## config.mk

```make
export PLATFORM = sky130hd
export DESIGN_NAME = fp16_mult_pipe
export DESIGN_NICKNAME = d
export VERILOG_FILES = /design/src/rtl/fp16_pkg.sv /design/src/rtl/fp16_classify.sv /design/src/rtl/fp16_mult_pipe.sv
export SDC_FILE = /design/constraint.sdc
export NUM_CORES = 1
export LEC_CHECK = 0
export ABC_AREA = 1
export CAP_MARGIN = 5
export CORE_MARGIN = 10
export CORE_UTILIZATION = 61
export CTS_CLUSTER_SIZE = 10
export DETAILED_ROUTE_END_ITERATION = 16
export PLACE_DENSITY = 0.81
export REMOVE_ABC_BUFFERS = 1
export SLEW_MARGIN = 20
export SYNTH_ARGS = -nofsm -noshare
export SYNTH_HDL_FRONTEND = slang
export SYNTH_HIERARCHICAL = 1
export SYNTH_SLANG_ARGS = --single-unit
export TNS_END_PERCENT = 50
```

## constraint.sdc

```tcl
create_clock -name clk -period 6.2 [get_ports clk]
set_clock_uncertainty 0.2 [all_clocks]
set_input_delay 0.93 -clock clk [delete_from_list [all_inputs] [get_ports clk]]
set_output_delay 0.93 -clock clk [all_outputs]
set_load 0.02 [all_outputs]
```

## src/rtl/fp16_pkg.sv

```systemverilog
// rtl/fp16_pkg.sv - shared FP16 types and constants for the FFT datapath
package fp16_pkg;

    localparam int EXP_W   = 5;
    localparam int FRA_W   = 10;
    localparam int BIAS    = 15;
    localparam int EXP_MAX = 31;
    localparam int MAN_W   = FRA_W + 1;
    localparam logic [15:0] QNAN = 16'h7e00;

    typedef struct packed {
        logic             sign;
        logic [EXP_W-1:0] exp;
        logic [FRA_W-1:0] fra;
    } fp16_t;

    typedef struct packed {
        logic overflow;
        logic zero;
        logic nan;
        logic precision_lost;
    } fp16_flags_t;

    typedef enum logic [1:0] {
        SP_NONE,
        SP_NAN,
        SP_INF,
        SP_ZERO
    } special_e;

endpackage

```

## src/rtl/fp16_classify.sv

```systemverilog
// rtl/fp16_classify.sv - combinational FP16 operand classifier
module fp16_classify
    import fp16_pkg::*;
(
    input  fp16_t            num,
    output logic             sign,
    output logic             is_zero,
    output logic             is_inf,
    output logic             is_nan,
    output logic [MAN_W-1:0] mant
);

    logic exp_all_ones;

    always_comb begin
        sign         = num.sign;
        exp_all_ones = &num.exp;
        // Subnormals are flushed: any zero exponent counts as zero.
        is_zero      = (num.exp == '0);
        is_inf       = exp_all_ones && (num.fra == '0);
        is_nan       = exp_all_ones && (num.fra != '0);
        mant         = is_zero ? '0 : {1'b1, num.fra};
    end

endmodule

```

## src/rtl/fp16_mult_pipe.sv

```systemverilog
// rtl/fp16_mult_pipe.sv - pipelined FP16 multiplier with valid/ready handshake
module fp16_mult_pipe #(
    parameter int EXP_W = 5,
    parameter int FRA_W = 10,
    parameter int BIAS  = 15
) (
    input  logic                   clk,
    input  logic                   rst,
    input  logic                   in_valid,
    output logic                   in_ready,
    input  logic [EXP_W+FRA_W:0]   num1,
    input  logic [EXP_W+FRA_W:0]   num2,
    output logic                   out_valid,
    input  logic                   out_ready,
    output logic [EXP_W+FRA_W:0]   result,
    output logic                   overflow,
    output logic                   zero,
    output logic                   nan,
    output logic                   precisionLost
);
    import fp16_pkg::*;

    localparam int M_W = FRA_W + 1;
    localparam int P_W = 2 * M_W;
    localparam int E_W = EXP_W + 2;
    localparam logic signed [E_W-1:0] EMAX = E_W'((1 << EXP_W) - 1);

    logic advance;

    // Operand capture bank
    logic  a_valid_q, a_valid_d;
    fp16_t a_num1_q, a_num1_d, a_num2_q, a_num2_d;

    // Stage 1 -> 2 bank
    logic                  b_valid_q, b_valid_d, b_sign_q, b_sign_d;
    logic signed [E_W-1:0] b_exp_q, b_exp_d;
    special_e              b_special_q, b_special_d;
    logic [M_W-1:0]        b_m1_q, b_m1_d, b_m2_q, b_m2_d;

    // Stage 2 -> 3 bank
    logic                  c_valid_q, c_valid_d, c_sign_q, c_sign_d;
    logic signed [E_W-1:0] c_exp_q, c_exp_d;
    special_e              c_special_q, c_special_d;
    logic [P_W-1:0]        c_prod_q, c_prod_d;

    // Output bank
    logic        out_valid_q, out_valid_d;
    fp16_t       result_q, result_d;
    fp16_flags_t flags_q, flags_d;

    logic           s1, s2, z1, z2, i1, i2, n1, n2;
    logic [M_W-1:0] m1, m2;

    fp16_classify u_cls1 (
        .num(a_num1_q), .sign(s1), .is_zero(z1), .is_inf(i1), .is_nan(n1), .mant(m1)
    );
    fp16_classify u_cls2 (
        .num(a_num2_q), .sign(s2), .is_zero(z2), .is_inf(i2), .is_nan(n2), .mant(m2)
    );

    assign advance  = !out_valid_q || out_ready;
    assign in_ready = advance;

    always_comb begin
        a_valid_d = in_valid;
        a_num1_d  = in_valid ? fp16_t'(num1) : a_num1_q;
        a_num2_d  = in_valid ? fp16_t'(num2) : a_num2_q;
    end

    always_comb begin
        b_valid_d = a_valid_q;
        b_sign_d  = s1 ^ s2;
        b_exp_d   = $signed({2'b00, a_num1_q.exp}) + $signed({2'b00, a_num2_q.exp})
                    - $signed(E_W'(BIAS));
        b_m1_d    = m1;
        b_m2_d    = m2;
        // NaN outranks infinity, which outranks zero; 0 x inf is NaN.
        if (n1 || n2 || (z1 && i2) || (i1 && z2)) begin
            b_special_d = SP_NAN;
        end else if (i1 || i2) begin
            b_special_d = SP_INF;
        end else if (z1 || z2) begin
            b_special_d = SP_ZERO;
        end else begin
            b_special_d = SP_NONE;
        end
    end

    always_comb begin
        c_valid_d   = b_valid_q;
        c_sign_d    = b_sign_q;
        c_exp_d     = b_exp_q;
        c_special_d = b_special_q;
        c_prod_d    = P_W'(b_m1_q) * P_W'(b_m2_q);
    end

    logic signed [E_W-1:0] e_norm;
    logic [FRA_W-1:0]      fra;
    logic                  lost;

    always_comb begin
        out_valid_d = c_valid_q;
        result_d    = '0;
        flags_d     = '0;
        if (c_prod_q[P_W-1]) begin
            fra    = c_prod_q[P_W-2 -: FRA_W];
            lost   = |c_prod_q[M_W-1:0];
            e_norm = c_exp_q + E_W'(1);
        end else begin
            fra    = c_prod_q[P_W-3 -: FRA_W];
            lost   = |c_prod_q[M_W-2:0];
            e_norm = c_exp_q;
        end
        case (c_special_q)
            SP_NAN: begin
                result_d    = QNAN;
                flags_d.nan = 1'b1;
            end
            SP_INF: begin
                result_d         = {c_sign_q, {EXP_W{1'b1}}, {FRA_W{1'b0}}};
                flags_d.overflow = 1'b1;
            end
            SP_ZERO: begin
                result_d     = {c_sign_q, {(EXP_W+FRA_W){1'b0}}};
                flags_d.zero = 1'b1;
            end
            default: begin
                if (e_norm >= EMAX) begin
                    result_d         = {c_sign_q, {EXP_W{1'b1}}, {FRA_W{1'b0}}};
                    flags_d.overflow = 1'b1;
                end else if (e_norm[E_W-1] || e_norm == '0) begin
                    result_d               = {c_sign_q, {(EXP_W+FRA_W){1'b0}}};
                    flags_d.zero           = 1'b1;
                    flags_d.precision_lost = 1'b1;
                end else begin
                    result_d               = {c_sign_q, e_norm[EXP_W-1:0], fra};
                    flags_d.precision_lost = lost;
                end
            end
        endcase
    end

    // The whole pipeline moves as one rigid unit; a stall freezes every bank.
    always_ff @(posedge clk) begin
        if (rst) begin
            a_valid_q   <= 1'b0;
            a_num1_q    <= '0;
            a_num2_q    <= '0;
            b_valid_q   <= 1'b0;
            b_sign_q    <= 1'b0;
            b_exp_q     <= '0;
            b_special_q <= SP_NONE;
            b_m1_q      <= '0;
            b_m2_q      <= '0;
            c_valid_q   <= 1'b0;
            c_sign_q    <= 1'b0;
            c_exp_q     <= '0;
            c_special_q <= SP_NONE;
            c_prod_q    <= '0;
            out_valid_q <= 1'b0;
            result_q    <= '0;
            flags_q     <= '0;
        end else if (advance) begin
            a_valid_q   <= a_valid_d;
            a_num1_q    <= a_num1_d;
            a_num2_q    <= a_num2_d;
            b_valid_q   <= b_valid_d;
            b_sign_q    <= b_sign_d;
            b_exp_q     <= b_exp_d;
            b_special_q <= b_special_d;
            b_m1_q      <= b_m1_d;
            b_m2_q      <= b_m2_d;
            c_valid_q   <= c_valid_d;
            c_sign_q    <= c_sign_d;
            c_exp_q     <= c_exp_d;
            c_special_q <= c_special_d;
            c_prod_q    <= c_prod_d;
            out_valid_q <= out_valid_d;
            result_q    <= result_d;
            flags_q     <= flags_d;
        end
    end

    assign out_valid     = out_valid_q;
    assign result        = result_q;
    assign overflow      = flags_q.overflow;
    assign zero          = flags_q.zero;
    assign nan           = flags_q.nan;
    assign precisionLost = flags_q.precision_lost;

endmodule
```

==> results.toml <==
[yosys]
yosysSeqAreaShare = 0.246
yosysWarningCount = 6
synth_edf_count = 0
synth.distinct_cells = 35
syn_area_sq_mm = 0.00976
synth_ff_type = "dfxtp_1"
syn_avg_cell_area_sq_um = 6.97
netlist_instances = 1400
ys_ff_latch = 120
synthArstFlopShare = 0

[finish]
nets = 1610
drive_gt1_frac = 0.0475
layoutNonFillerInstCount = 1648
antenna_cells = 0
design_area_sq_mm = 0.0110
areaGrowthSynthToFinish_pct = 12.3

[critical_path]
rr_startpoint = "b_m1_q[6]$_SDFFE_PP0N_"
path_cells = "nand2_1 > fa_1 > fa_1 > fa_1 > inv_1 > fa_1 > inv_1 > fa_1 > inv_1 > ha_1 > nand2_1 > nor2_1 > nand3_1 > nand3_1 > a21oi_1 > o21ai_0 > nand3_1 > inv_1"
critPathSlowestCell = "dfxtp_1"
crit_path_end_kind = "flip-flop"
cpMostUsedCell = "fa_1"
reg2reg_slack_ns = 1.02
cp_max_fo = 12
critical_path.max_stage_delay_ns = 0.64
crit_type = "flip-flop to flip-flop"
worstSetupStartpointType = "flip-flop"
required_ns = 6.36
reg2reg_to = "c_prod_q[13]$_SDFFE_PP0N_"
ff2ff_path_depth = 18
crit_arrival_ns = 5.35

[global_route]
grt_usage = 0.218
grt_max_degree = 79
grt_pass1_vias = 8484
overflow = 0
grt_pass1_wl_microns = 39400
antenna_found_initial = 0

[clock_network]
htreeDepth = 4
cts_setup_buffers = 0
clkTransAtPathRegs_ns = 0.06
root_buffer = "clkbuf_16"
cts_buffers = 17
hold_buffers = 0
clockBufferDepth = 2
clock_latency_ns = 0.43
cts_tree = "done"
post_cts_resized = 0
clock_sinks = 120

[place]
hpwl_microns = 16700
io_buffers = 57
dpl_cell_area_sq_mm = 0.0104
gp_congestion = 0.952
dp.cells = 1616

[floorplan]
num_io_pins = 58
die_area_sq_mm = 0.0215
core_area_sq_mm = 0.0158
die_w_microns = 147
start_util = 0.619
rows = 46
die_height_microns = 147

[detailed_routing]
viasPerCell = 5.17
vias = 8524
drt-total-wl_microns = 22600
avgRoutedWirePerCell_microns = 13.7
drt_drc_violations_left = 0
dr.pass1.iters = 7
drtIter0Drc = 570
ant_nets = 0

[power_and_ir_drop]
switchingPower_mw = 0.696
combinationalPowerShare = 0.174
p_int_mw = 1.59
peakVddDrop_mv = 0.200
p_clk_frac = 0.432
netSwitchingFraction = 0.305
sequentialPowerShare = 0.394
power_density_mw_per_mm2 = 208
p_total_mw = 2.28
p_leak_nw = 6.27

[timing]
fmax_ghz = 0.193
drv_slew = 0
finalCritPeriodShare = 0.836
tightest_slew_ns = 0.934
finalHoldViolations = 0
slew_headroom = 0.377
finalSetupViolCount = 0
hold_ws_ns = 0.252
rsz0062_at_grt = "no"
fin_crit_ns = 5.18

[worst_hold_path]
hold_path_depth = 2
hold_class = "flip-flop to flip-flop"
hold_path.startpoint = "c_valid_q$_SDFFE_PP0N_"
worstHoldEndpoint = "c_valid_q$_SDFFE_PP0N_"

[flow_run]
maxCapViolCount = 0

[outcome]
status = "finished clean"
## cell type report
type / instances / area (sq um)
clock buffer: 19 / 433
clock inverter: 13 / 146
fill: 1371 / 4800
inverter: 293 / 1100
multi-input combinational: 922 / 5980
sequential: 120 / 2400
tap: 216 / 270
timing repair buffer: 65 / 631
## cells in the final DEF (no fill, tap or decap)
cell               n
a31oi_1            2
a21oi_1           57
o21bai_1           9
nor2_1           179
a21oi_4            2
clkinv_2           3
nor3_1             2
o21ai_0          114
a21oi_2            1
nor2_2             3
nor4_1             2
fa_1              81
nand3b_1           3
o41ai_1            1
a211o_1            1
nand3_1           50
nand4_1            6
clkbuf_16         17
nand2_2            8
clkinv_4           5
inv_2              4
inv_6              2
clkdlybuf4s50_1   57
o31ai_1            1
bufinv_16          2
xor2_1             7
clkbuf_1           2
buf_4              8
ha_1              74
dfxtp_1          120
nand2_4            3
nand3_2            2
nand2_1          301
xnor2_1            4
or2_2              2
inv_1            288
o211ai_1           3
clkinvlp_4         2
nor2_4             4
## state kept, by name, summed over array words and instances, names as in the netlist, 2 cells and up
signal and count:
a_num1_q 16, a_num2_q 16, b_exp_q 7, b_m1_q 11, b_m2_q 11, b_special_q 2
c_exp_q 7, c_prod_q 22, c_special_q 2, result 16
## cell families (layout without fill, tap and decap cells)
| group | after synthesis | count (layout) | synth area share |
|---|---|---|---|
| DFF | 120 | 120 | 0.246 |
| AOI/OAI and AO/OA | 191 | 191 | 0.105 |
| xor gates and xnor gates | 11 | 11 | 0.00987 |
| adders and majority gates | 155 | 155 | 0.261 |
| buffers and inverters | 358 | 390 | 0.142 |
| and+or+nand+nor | 565 | 565 | 0.236 |
## Yosys cell counts, drive strengths merged, types with 3 or more instances
master / number / share of area
a21oi: 60 / 0.033
xor2: 7 / 0.0063
clkbuf: 51 / 0.020
o21ai: 114 / 0.058
nand3: 52 / 0.028
buf: 14 / 0.0097
inv: 293 / 0.11
dfxtp: 120 / 0.25
nand2: 312 / 0.12
xnor2: 4 / 0.0036
nand4: 6 / 0.0038
ha: 74 / 0.095
o211ai: 3 / 0.0023
nand3b: 3 / 0.0023
nor2: 186 / 0.075
fa: 81 / 0.17
o21bai: 9 / 0.0069
## power groups by stage
| stage | Combinational, mW | Clock [mW] | Sequential, mW |
|---|---|---|---|
| after global placement | 0.383 | 0 | 0.911 |
| after CTS | 0.399 | 0.991 | 0.898 |
| after global routing | 0.456 | 1.02 | 0.908 |
| final | 0.397 | 0.987 | 0.899 |
| after detailed placement | 0.392 | 0 | 0.914 |
| after floorplan | 0.259 | 0 | 0.908 |
## layer usage
metal	global-route usage	up-vias	wire, microns
met5	0	-	0
met2	0.374	219	11100
met3	0.0396	68	862
met4	0.0896	0	713
met1	0.264	3965	9890
li1	-	4272	-
## critical path, delay by kind of cell, from the launching register on
kind                       cells  cell delay (ns)
AOI/OAI and AO/OA              2             0.19
adders and majority gates      6             2.95
DFF                            1             0.64
and+or+nand+nor                6             0.90
buffers and inverters          4             0.23
## worst max-delay path by stage
stage / start / to / slack [ns] / depth (start not counted)
after CTS: b_m1_q[6]$_SDFFE_PP0N_ / c_prod_q[13]$_SDFFE_PP0N_ / 1.04 / 18
after global placement: b_m2_q[2]$_SDFFE_PP0N_ / c_prod_q[21]$_SDFFE_PP0N_ / 1.21 / 19
after global routing: b_m1_q[6]$_SDFFE_PP0N_ / c_prod_q[13]$_SDFFE_PP0N_ / 0.72 / 18
after detailed placement: b_m2_q[2]$_SDFFE_PP0N_ / c_prod_q[21]$_SDFFE_PP0N_ / 1.10 / 19
after floorplan: out_ready / a_num1_q[0]$_SDFFE_PP0P_ / -0.22 / 6
final: b_m1_q[6]$_SDFFE_PP0N_ / c_prod_q[13]$_SDFFE_PP0N_ / 1.02 / 18
## through the flow
stage | util | setup TNS, ns | worst slack, ns
floorplan | - | -6.28 | -0.224
finish | 0.695 | 0 | 1.02
CTS | 0.695 | 0 | 1.04
global placement | 0.659 | 0 | 1.21
detailed placement | 0.659 | 0 | 1.10
global route | 0.695 | 0 | 0.722
No activity file was read; power rests on OpenSTA's default activity.
